$ cat src/rtl/sync_fifo_param.sv
`default_nettype none
// ============================================================================
// Module   : sync_fifo_param
// Purpose  : Parametrised single-clock FIFO with occupancy count, programmable
//            almost-full/almost-empty flags, error pulses and optional FWFT.
// Revision : 1.0 - initial release
// ============================================================================
module sync_fifo_param #(
  parameter int DATA_WIDTH = 8,
  parameter int DEPTH      = 16,
  parameter int AF_THRESH  = 12,
  parameter int AE_THRESH  = 4,
  parameter int FWFT       = 0
) (
  input  logic                    clk,
  input  logic                    rst,
  input  logic                    wr_en,
  input  logic [DATA_WIDTH-1:0]   data_in,
  input  logic                    rd_en,
  output logic [DATA_WIDTH-1:0]   data_out,
  output logic                    rd_valid,
  output logic                    full,
  output logic                    empty,
  output logic                    almost_full,
  output logic                    almost_empty,
  output logic [$clog2(DEPTH):0]  count,
  output logic                    overflow,
  output logic                    underflow
);

  localparam int PW = $clog2(DEPTH);
  localparam int CW = PW + 1;
  localparam logic [CW-1:0] C_DEPTH = CW'(DEPTH);
  localparam logic [CW-1:0] C_AF    = CW'(AF_THRESH);
  localparam logic [CW-1:0] C_AE    = CW'(AE_THRESH);

  logic [DATA_WIDTH-1:0] mem [DEPTH];

  logic [PW-1:0]         wr_ptr_q, wr_ptr_d;
  logic [PW-1:0]         rd_ptr_q, rd_ptr_d;
  logic [CW-1:0]         count_q, count_d;
  logic                  full_q, full_d;
  logic                  empty_q, empty_d;
  logic                  almost_full_q, almost_full_d;
  logic                  almost_empty_q, almost_empty_d;
  logic                  overflow_q, overflow_d;
  logic                  underflow_q, underflow_d;
  logic [DATA_WIDTH-1:0] data_out_q, data_out_d;
  logic                  rd_valid_q, rd_valid_d;
  logic                  wr_accept;
  logic                  rd_accept;

  // Acceptance uses the registered flags, so a full FIFO never passes a write
  // through even when a read frees a slot in the same cycle.
  always_comb begin
    wr_accept = wr_en & ~full_q;
    rd_accept = rd_en & ~empty_q;

    wr_ptr_d = wr_ptr_q;
    if (wr_accept) begin
      wr_ptr_d = wr_ptr_q + PW'(1);
    end

    rd_ptr_d = rd_ptr_q;
    if (rd_accept) begin
      rd_ptr_d = rd_ptr_q + PW'(1);
    end

    count_d = count_q;
    case ({wr_accept, rd_accept})
      2'b10:   count_d = count_q + CW'(1);
      2'b01:   count_d = count_q - CW'(1);
      default: count_d = count_q;
    endcase

    full_d         = (count_d == C_DEPTH);
    empty_d        = (count_d == '0);
    almost_full_d  = (count_d >= C_AF);
    almost_empty_d = (count_d <= C_AE);
    overflow_d     = wr_en & full_q;
    underflow_d    = rd_en & empty_q;
  end

  generate
    if (FWFT != 0) begin : g_fwft
      // Head of the next state is preloaded; a write landing on the new head
      // slot (empty FIFO, or popping the last entry) is bypassed from data_in.
      always_comb begin
        data_out_d = data_out_q;
        rd_valid_d = (count_d != '0);
        if (count_d != '0) begin
          if (wr_accept && (wr_ptr_q == rd_ptr_d)) begin
            data_out_d = data_in;
          end else begin
            data_out_d = mem[rd_ptr_d];
          end
        end
      end
    end else begin : g_std
      always_comb begin
        data_out_d = data_out_q;
        rd_valid_d = rd_accept;
        if (rd_accept) begin
          data_out_d = mem[rd_ptr_q];
        end
      end
    end
  endgenerate

  always_ff @(posedge clk) begin
    if (rst) begin
      wr_ptr_q       <= '0;
      rd_ptr_q       <= '0;
      count_q        <= '0;
      full_q         <= 1'b0;
      empty_q        <= 1'b1;
      almost_full_q  <= 1'b0;
      almost_empty_q <= 1'b1;
      overflow_q     <= 1'b0;
      underflow_q    <= 1'b0;
      data_out_q     <= '0;
      rd_valid_q     <= 1'b0;
    end else begin
      wr_ptr_q       <= wr_ptr_d;
      rd_ptr_q       <= rd_ptr_d;
      count_q        <= count_d;
      full_q         <= full_d;
      empty_q        <= empty_d;
      almost_full_q  <= almost_full_d;
      almost_empty_q <= almost_empty_d;
      overflow_q     <= overflow_d;
      underflow_q    <= underflow_d;
      data_out_q     <= data_out_d;
      rd_valid_q     <= rd_valid_d;
    end
  end

  // Storage has no reset so it maps onto plain RAM.
  always_ff @(posedge clk) begin
    if (wr_accept && !rst) begin
      mem[wr_ptr_q] <= data_in;
    end
  end

  assign data_out     = data_out_q;
  assign rd_valid     = rd_valid_q;
  assign full         = full_q;
  assign empty        = empty_q;
  assign almost_full  = almost_full_q;
  assign almost_empty = almost_empty_q;
  assign count        = count_q;
  assign overflow     = overflow_q;
  assign underflow    = underflow_q;

endmodule
`default_nettype wire

$ cat config.mk
export PLATFORM = sky130hd
export DESIGN_NAME = sync_fifo_param
export DESIGN_NICKNAME = d
export VERILOG_FILES = /design/src/rtl/sync_fifo_param.sv
export SDC_FILE = /design/constraint.sdc
export NUM_CORES = 1
export LEC_CHECK = 0
export CORE_ASPECT_RATIO = 1.1
export CORE_MARGIN = 4
export CORE_UTILIZATION = 30
export DETAILED_ROUTE_END_ITERATION = 6
export PLACE_DENSITY = 0.49
export SYNTH_ARGS = -nofsm -noshare
export SYNTH_HDL_FRONTEND = slang
export SYNTH_SLANG_ARGS = --single-unit
$ cat constraint.sdc
create_clock -name clk -period 3.64 [get_ports clk]
set_clock_uncertainty 0.05 [all_clocks]
set_input_delay 0.364 -clock clk [delete_from_list [all_inputs] [get_ports clk]]
set_output_delay 0.364 -clock clk [all_outputs]
set_load 0.01 [all_outputs]
After elaboration in Yosys (flattened, before gate mapping) --
Memory sizes are Yosys's and may differ from the RTL's. A register that Yosys moved wholly into a read port is not among the register bits. Cells that the tools add are included.
Operators by class: muxes and demuxes 3, add/sub/neg operators 4, bitwise operators 6, reductions and logical operators 3, $lt $le $gt $ge 2, equality and inequality tests 3
Operators by type and width (number):
- $pmux 5 s2 | 1
- $add 4x1->4 const B | 2
- $add 5x1->5 const B | 1
- $eq 5x5->1 const B | 1
- $ge 5x4->1 const B | 1
- $le 5x3->1 const B | 1
- $logic_not 5->1 | 1
- $sub 5x1->5 const B | 1
- $and 1x1->1 | 4
- $eq 2x1->1 const B | 1
- $eq 2x2->1 const B | 1
- $mux 1 | 2
- $not 1->1 | 2
- $logic_and 1x1->1 | 1
- $logic_not 1->1 | 1
Word-level totals: output and inout port bits 20, flip-flop bits (word level) 20, bits of input ports 12, memories 1, memory bits (writable) 128
Memories:
- mem | depth 16, bits a word 8, rd ports 1, clocked after Yosys merged registers in 1, write ports 1, line 37 | logic [DATA_WIDTH-1:0] mem [DEPTH];

Logic depth before layout (Yosys ltp) --
depth after elaboration 5, gate-level depth with buffers 11

Worst setup path before layout --
No wires, ideal clock.
kind input to register, from in wr_en, to reg almost_empty_q, in the netlist almost_empty, library setup time 0.116 ns, path slack 1.325 ns, cell stages on the path 11, arrival time 2.149 ns, cell sequence nor2b_1 buf_6 inv_6 nand2_1 xnor2_1 ha_1 nand2b_1 or4_4 a31oi_4 xnor2_2 a31o_2
Between the ends: longest elaborated chain between the ends 4
RTL lines:
- from (decl) | line 17 | input logic wr_en,
- $and 1x1->1 * | line 56 | wr_accept = wr_en & ~full_q;
- $eq 2x1->1 or $eq 2x2->1 (tied branches) | line 70 | case ({wr_accept, rd_accept})
- $pmux 5 s2 * | line 70
- $le 5x3->1 * | line 79 | almost_empty_d = (count_d <= C_AE);
- to (signal assigned) | line 130 | almost_empty_q <= almost_empty_d;
- to (decl) | line 45 | logic almost_empty_q, almost_empty_d;
Every way passes the cells marked *; elsewhere a longest branch is shown, timed or not. A chain may end at the register's enable or synchronous reset.

Final worst setup path --
from in rd_en, to reg empty_q, in the netlist empty
Between the ends: longest elaborated chain between the ends 4
RTL lines:
- from (decl) | line 19 | input logic rd_en,
- $and 1x1->1 * | line 57 | rd_accept = rd_en & ~empty_q;
- $eq 2x1->1 or $eq 2x2->1 (tied branches) | line 70
- $pmux 5 s2 * | line 70
- $logic_not 5->1 * | line 77 | empty_d = (count_d == '0);
- to (signal assigned) | line 128 | empty_q <= empty_d;
- to (decl) | line 43 | logic empty_q, empty_d;
Marks and branches as above.

==> out/qor.yml <==
logic_synthesis:
  synth-edff-count: 128
  netlist_area_um2: 6180
  yosysSeqAreaShare: 0.713
  synthesis.nets: 379
  avgSynthCellArea_um2: 17.2
  synth-async-reset-ratio: 0
  yosysUniqueCellTypes: 45
  synth_ff_type: "edfxtp_1"
  yosysWarningCount: 0
  synthCells: 360
  synth_seq_cells: 156
pwr:
  p_per_area_nw_per_um2: 627
  leakage_nw: 2.46
  irDropWorstVdd_mv: 0.258
  p_total_mw: 4.73
sta:
  hold_ws_ns: 0.406
  rsz0062_at_grt: "false"
  setup_viol: 0
  post-route-period-util: 0.727
  timing_hold_violations_final: 0
  tightestPinTransition_ns: 0.710
  min_period_ns: 2.65
  slew_headroom: 0.526
  slew_viol_final: 0
  setup_slack_ns: 0.993
  setup_tns_ns: 0
  fmax_ghz: 0.378
min_path:
  min_to: "underflow"
  min-delay-start: "empty"
  min_path_cells: 2
  hp-class: "reg2reg"
floorplanning:
  design.core.area_um2: 20100
  die_width_um: 145
  initial_utilization: 0.308
  ioPinCount: 32
  fp-row-count: 54
  die_h_um: 159
  die_area_um2: 23000
drt:
  post_drt_wl_per_cell_um: 19.3
  vias: 3291
  dr.pass1.iters: 6
  vias_per_cell: 4.85
  drt-initial-drc-count: 215
  ant_nets: 0
  drc: 0
  wirelength_mm: 13.1
worst_setup_path:
  cp-end-kind: "register"
  rrSetupSlack_ns: 1.07
  path_class: "in2reg"
  r2r_start: "empty"
  cp_slowest_cell: "clkdlybuf4s50_1"
  cpPeakStageDelay_ns: 0.53
  cp.arrival_ns: 2.91
  critPathMaxFanout: 22
  worstPathRequired_ns: 3.91
  crit_chain: "clkdlybuf4s50_1 > nand2b_4 > inv_2 > nand2_1 > xnor2_1 > ha_1 > nand2b_1 > or4_4 > a31oi_4 > xnor2_2 > a31o_2"
  crit_path_start_kind: "primary input"
  r2r_cells: 10
  r2r-end: "empty"
grt:
  first_global_vias: 3339
  grt_pass1_wl_mm: 20.2
  overflow: 0
  grt_max_degree: 36
  antenna_found_initial: 0
  grtUsageTotal: 0.122
placement:
  port_buffers: 31
  dp_cells: 647
  dp_hpwl_mm: 8.57
  postPlaceCellArea_um2: 6900
  place_ws_ns: 0.544
  gp_congestion: 0.725
clock_tree:
  cts_buffer_depth: 2
  clkSinkCount: 156
  post-cts-setup-buffer-count: 0
  cts_hold_buffers: 0
  root_buffer: "clkbuf_16"
  insertion_delay_ns: 0.42
  htreeDepth: 4
  ctsResizeCount: 0
  cts_buffers: 17
  cts.clk_slew.worst_paths_ns: 0.06
  cts_tree: "yes"
finish:
  stdcell_area_um2: 7530
  num_antenna_cells: 0
  layout-drive-gt1-share: 0.234
  nets: 433
  post-route-util: 0.375
  areaGrowthSynthToFinish_pct: 22.0
  stdcell_count: 679
run:
  maxCapViolations: 0
outcome:
  status: "finished, final reports clean"
## worst max-delay path by stage
stage                     start            to  slack (ns)  depth (start not counted)
after floorplan           wr_en  almost_empty        1.33                         11
after global placement    rd_en         empty        0.60                         11
after detailed placement  rd_en         empty        0.54                         11
after CTS                 rd_en         empty        1.01                         11
after global routing      rd_en          full        0.81                         11
final                     rd_en         empty        0.99                         11
## kinds of logic after synthesis
kind of cell | synth area share
xor gates and xnor gates | 0.0140
DFF | 0.713
and+or+nand+nor | 0.0644
AOI/OAI and AO/OA | 0.0543
muxes | 0.120
buffers and inverters | 0.0205
adders and majority gates | 0.0142
## Yosys cell counts, types with 3 or more instances
library cell / count / area [um2]
clkbuf_1: 9 / 33.8
buf_2: 4 / 20.0
nand2_1: 16 / 60.1
xnor2_1: 3 / 26.3
edfxtp_1: 128 / 3840
xor2_1: 5 / 43.8
nand2b_1: 4 / 25.0
mux4_2: 32 / 721
nor2_1: 38 / 143
nor3_1: 5 / 25.0
a22oi_1: 17 / 128
nor2b_1: 4 / 25.0
ha_1: 7 / 87.6
a21oi_1: 20 / 100
buf_1: 4 / 15.0
dfxtp_1: 28 / 561
## cells in the final DEF, fill, tap and decap left out, types with 2 or more instances in the layout
cell type	Yosys	routed
buf_4	2	24
clkbuf_16	0	17
nor3_1	5	5
inv_1	2	2
a31o_2	2	2
a22oi_1	17	17
xnor2_1	3	3
a21oi_1	20	20
clkinv_4	0	4
mux4_2	32	32
dfxtp_1	28	27
and2_1	2	2
clkinv_2	0	2
nand4_1	2	2
nand2_1	16	16
nand2b_1	4	4
ha_1	7	7
mux2i_1	2	2
inv_6	1	4
edfxtp_1	128	128
nor2_1	38	38
clkdlybuf4s50_1	0	31
bufinv_16	0	4
nor2b_1	4	4
xor2_1	5	5
## where the power goes
part           internal (mW)  switching [mW]
Combinational          0.398           0.346
Clock                   1.16           0.731
Sequential              2.01          0.0859
Total                   3.56            1.16
## worst max-delay path: cells and delay by family
family	cells	cell delay, ns
and+or+nand+nor	4	0.87
buffers and inverters	2	0.75
AOI/OAI and AO/OA	2	0.44
xor gates and xnor gates	2	0.27
adders and majority gates	1	0.23
## area by class of cell
type / count / area, um2
tap: 252 / 315
fill: 1855 / 12500
sequential: 156 / 4410
clock buffer: 17 / 425
inverter: 4 / 20.0
timing repair buffer: 56 / 510
multi-input combinational: 179 / 1650
clock inverter: 15 / 210
## registers in the layout, summed over array words and instances, names as in the netlist
name          count
rd_valid          1
mem             128
almost_full       1
empty             1
count             5
almost_empty      1
wr_ptr_q          4
data_out          8
underflow         1
rd_ptr_q          4
full              1
overflow          1
## metal layers
| layer | wire [um] | track usage | vias to the layer above |
|---|---|---|---|
| met4 | 206 | 0.0440 | 0 |
| met1 | 5910 | 0.162 | 1694 |
| met2 | 6550 | 0.196 | 60 |
| met3 | 461 | 0.0282 | 16 |
| li1 | - | - | 1521 |
| met5 | 0 | 0 | - |
No activity file was read; power rests on OpenSTA's default activity.
==> patch 1: new RTL, same settings <==
`data_out_q` no longer has a reset.
--- a/src/rtl/sync_fifo_param.sv
+++ b/src/rtl/sync_fifo_param.sv
@@ -119,5 +119,4 @@
       overflow_q     <= 1'b0;
       underflow_q    <= 1'b0;
-      data_out_q     <= '0;
       rd_valid_q     <= 1'b0;
     end else begin
@@ -131,7 +130,10 @@
       overflow_q     <= overflow_d;
       underflow_q    <= underflow_d;
-      data_out_q     <= data_out_d;
       rd_valid_q     <= rd_valid_d;
     end
+  end
+
+  always_ff @(posedge clk) begin
+    data_out_q <= data_out_d;
   end
 
Check against the original RTL: differs if rst is asserted again (counterexample within 4 cycles, from zero or initial values and one cycle with rst high); with rst held inactive, the same outputs for 10 cycles.
==> patch 1 against the original RTL <==
- total power down 7.3%
- combinational power is 24% lower
- sequential cell count unchanged
- final area decreased by 0.20%
- clock power shrank 8%
- wire length fell by 2.7%
- register-to-register slack improved by 0.17 ns
- critical path type unchanged
- worst setup slack gained 0.20 ns
- area after synthesis increased by 0.97%
==> patch 1: results (changes against the original RTL) <==
Critical path
  – Critical Path Source: wr_en (was rd_en)
  – Top Family by Delay on Critical Path: buffers and inverters (was simple AND/OR/NAND/NOR gates)
  – CP max stage delay: 0.41 ns (was 0.53 ns)
  – Worst Path Arrival: 2.71 ns (was 2.91 ns)
  – R2R Path Start: rd_ptr_q[0] (was empty)

Route
  – First DRT Iteration DRCs: 189 (was 215)
  – Total wire length: 12.8 mm (was 13.1 mm)
  – Vias per cell: 4.75 (was 4.85)
  – DRT Pass-1 Iters: 4 (was 6)

Final layout
  – Share of layout cells above drive strength 1: 21.5% (was 23.4%)
  – Nets@finish: 396 (was 433)

Global route
  – First-pass GRT wire length: 19.5 mm (was 20.2 mm)

Placed design
  – Dpl ws: 0.788 ns (was 0.544 ns)
  – Dpl hpwl: 8.09 mm (was 8.57 mm)
  – I/O Buffers: 31 (unchanged)
  – Routability cong.: 0.760 (was 0.725)
  – Post-placement cell area: 6920 um^2 (was 6900 um^2)
  – Placed Cells: 614 (was 647)

Status
  – Status: completed (unchanged)

Yosys
  – EDFF count, synth: 136 (was 128)
  – Synth unique cells: 38 (was 45)
  – Seq/Total Area, Yosys: 71.9% (was 71.3%)
  – Post-synth top cells: edfxtp_1 (136), nor2_1 (31), mux4_2 (21), dfxtp_1 (20), mux4_1 (19) (was edfxtp_1 (128), nor2_1 (38), mux4_2 (32), dfxtp_1 (28), a21oi_1 (20))
  – Post-synth net total: 341 (was 379)

Timing
  – Worst-Margin Slew: 0.753 ns (was 0.710 ns)

Power and ir drop
  – Leak Pwr: 2.46 nW (about the same)
patch 1: cell count changes after synthesis, sizes merged, moves of 4 or more:
cell | unedited run | this run
a21oi | 20 | 6
nor2 | 38 | 31
a22oi | 17 | 0
clkbuf | 9 | 2
dfxtp | 28 | 20
mux4 | 32 | 40
buf | 12 | 16
edfxtp | 128 | 136
patch 1: report_power, final:
group          internal (mW)  switching (mW)  total (mW)
logic                  0.309           0.257       0.566
clock network          0.922           0.808        1.73
registers               2.01          0.0714        2.08
patch 1: logic make-up (layout without fill, tap and decap cells):
| kind of cell | count (synthesis) | count (layout) | share of synthesized area [%] |
|---|---|---|---|
| AO/OA/AOI/OAI | 19 | 19 | 2.17 |
| multiplexers | 41 | 41 | 15.7 |
| buffers and inverters | 24 | 92 | 2.51 |
| flip-flops | 156 | 156 | 71.9 |
| XOR/XNOR | 9 | 9 | 1.26 |
| adder cells (fa/ha/maj) | 7 | 7 | 1.40 |
| AND/OR/NAND/NOR | 66 | 66 | 5.03 |
patch 1: worst paths after layout:
kind                            cells after the start  slack, ns           to
worst max-delay path                               12       1.19         full
worst min-delay path                                2       0.40    underflow
worst max register to register                      3       1.24  data_out[4]
worst min register to register                      2       0.40    underflow
patch 1: metal layers:
metal  wire length, um  GRT usage [%]  part of all wire, %
met5                 0              0                    0
met4               184           3.63                  1.4
met3               481           3.44                  3.8
met2              6390           18.9                   50
met1              5710           14.4                   45
patch 1: tightest hold or removal path: stages, from the launching register on:
cell     delay (ns)
dfxtp_1        0.31
nand2_1        0.06
nor2_1         0.03
patch 1: layout make-up:
| cell class | count | area (um^2) |
|---|---|---|
| flip-flops and latches | 156 | 4490 |
| clock inverters | 15 | 173 |
| fillers | 1911 | 13000 |
| repair buffers | 54 | 495 |
| multi-input cells | 142 | 1600 |
| clock buffers | 17 | 425 |
| well taps | 256 | 320 |
| inverters | 6 | 22.5 |
==> patch 2: new RTL, config.mk and constraints unchanged <==
Made on the original files. `DEPTH`: 16 -> 32.
--- a/src/rtl/sync_fifo_param.sv
+++ b/src/rtl/sync_fifo_param.sv
@@ -8,5 +8,5 @@
 module sync_fifo_param #(
   parameter int DATA_WIDTH = 8,
-  parameter int DEPTH      = 16,
+  parameter int DEPTH      = 32,
   parameter int AF_THRESH  = 12,
   parameter int AE_THRESH  = 4,
Ports: changed (resized count); port bits go from 32 to 33. No check against the original RTL was run, so the function may have changed too.
==> patch 2 against the original RTL <==
- non-clock buffer count up 29
- total power increased by 66%
- sequential power is 80% higher
- worst setup slack got worse by 0.22 ns
- final area rose by 81%
- synthesized cell count is 62% higher
- first-iteration DRC count is 85% higher
- area after synthesis rose by 85%
- wire length up 94%
- sequential cell count increased by 131
- maximum frequency shrank 7.8%
- hold slack worse by 0.027 ns
- critical path type is now reg2reg
- critical endpoint is now almost_empty
- largest power group unchanged
==> patch 2: results (changes against the original RTL) <==
Status
  – Status: completed (unchanged)

Route
  – Total wire length: 25.4 mm (was 13.1 mm)
  – Via count: 5,737 (was 3,291)
  – DR WL met2: 12.6 mm (was 6.55 mm)
  – Routed wl met3: 998 um (was 461 um)
  – Wl on met1: 11.2 mm (was 5.91 mm)
  – DRT Pass-1 Iters: 4 (was 6)

Critical path
  – Critical path peak fanout: 14 (was 22)
  – Reg2reg end: almost_empty (was empty)
  – R2R Path Start: full (was empty)
  – Worst R2R Setup Slack: 0.77 ns (was 1.07 ns)
  – FF-to-FF path depth: 9 (was 10)

Yosys
  – Seq/Total Area, Yosys: 72.6% (was 71.3%)
  – Post-synth net total: 603 (was 379)
  – EDFF count, synth: 256 (was 128)
  – Avg Cell Area, Syn: 19.6 um^2 (was 17.2 um^2)
  – Synth unique cells: 53 (was 45)
  – Top post-synthesis cells by area: edfxtp_1 (67%), mux4_2 (11%), dfxtp_1 (5.4%) (was edfxtp_1 (62%), mux4_2 (12%), dfxtp_1 (9.1%))
  – Post-synth top cells: edfxtp_1 (256), mux4_2 (55), nor2_1 (53), dfxtp_1 (31), mux4_1 (18) (was edfxtp_1 (128), nor2_1 (38), mux4_2 (32), dfxtp_1 (28), a21oi_1 (20))

Timing
  – Hold Slack: 0.380 ns (was 0.406 ns)
  – Relative slew slack: 58.3% (was 52.6%)

Final layout
  – Fill cell count: 3,460 (was 1,855)
  – Nets@finish: 687 (was 433)
  – Share of layout cells above drive strength 1: 23.3% (was 23.4%)
  – Max reg flops: 256 (was 128)
  – Layout Cells excl Fill: 1,185 (was 679)

Power and ir drop
  – Tot Pwr: 7.84 mW (was 4.73 mW)
  – NetSw: 1.87 mW (was 1.16 mW)
  – Leak Pwr: 4.28 nW (was 2.46 nW)
  – Worst IR Drop VDD: 0.000369 V (was 0.000258 V)
  – Comb pwr: 1.10 mW (was 0.744 mW)

Global route
  – Vias in the first global route: 5,826 (was 3,339)
  – Largest net degree at the start of global routing: 35 (was 36)
  – GR Util met3: 1.74% (was 2.82%)
  – Antenna violations before repair: 0 (unchanged)
  – Gr usage total: 12.3% (was 12.2%)
  – M2 GR Usage: 20.9% (was 19.6%)

Placed design
  – Post-placement cell area: 12,600 um^2 (was 6900 um^2)
  – Routability cong.: 0.828 (was 0.725)
  – Dpl ws: 0.320 ns (was 0.544 ns)
  – Placed Cells: 1,130 (was 647)
  – I/O Buffers: 32 (was 31)
  – Dpl hpwl: 16.2 mm (was 8.57 mm)

Worst hold path
  – Worst min path class: in2reg (was reg2reg)
  – Hold_sp: wr_en (was empty)
  – Hold EP: overflow (was underflow)

CTS
  – Total CTS buffers: 30 (was 17)
  – Htree depth: 1 (was 4)
  – Clk buf depth: 3 (was 2)
  – Clk_lat worst skew: 0.55 ns (was 0.42 ns)
[patch 2: changes by cell type after synthesis, moves of 9 or more]
cell,change
mux4_2,+23
edfxtp_1,+128
a21oi_1,-12
a22oi_1,-9
mux4_1,+18
mux2i_1,+15
nor2_1,+15
[patch 2: worst max-delay path, stage by stage (launching register included)]
cell and delay (ns):
dfxtp_1 0.31, and2b_1 0.51, inv_2 0.15, ha_1 0.34
a21oi_1 0.25, or2_0 0.15, a21oi_1 0.10, or4_1 0.54
a21oi_2 0.27, a2111oi_4 0.07
[patch 2: how the worst max path moves through the flow]
| stage | startpoint | to | slack [ns] | cells past startpoint |
|---|---|---|---|---|
| 2_1_floorplan | empty | almost_empty | 1.12 | 11 |
| 4_1_cts | full | almost_empty | 0.78 | 9 |
| 3_3_place_gp | wr_en | almost_empty | 0.42 | 10 |
| 3_5_place_dp | wr_en | almost_empty | 0.32 | 10 |
| 6_report | full | almost_empty | 0.77 | 9 |
| 5_1_grt | full | almost_empty | 0.53 | 9 |
[patch 2: final cells by class]
| type | instances | area [um^2] | share of cell area (%) |
|---|---|---|---|
| inverter | 6 | 22.5 | 0.166 |
| clock inverter | 14 | 100 | 0.736 |
| timing repair buffer | 85 | 743 | 5.46 |
| clock buffer | 41 | 876 | 6.44 |
| multi-input combinational | 258 | 2930 | 21.5 |
| tap | 494 | 618 | 4.54 |
| sequential | 287 | 8310 | 61.1 |
[patch 2: logic make-up (layout without fill, tap and decap cells)]
family                     Yosys count  in the layout  synth area share [%]
buffers and inverters               39            146                  1.83
AOI/OAI and AO/OA                   42             42                  2.94
muxes                               90             90                  16.4
and+or+nand+nor                    106            106                  4.45
DFF                                287            287                  72.6
adders and majority gates            7              7                 0.765
xor gates and xnor gates            13             13                 0.995
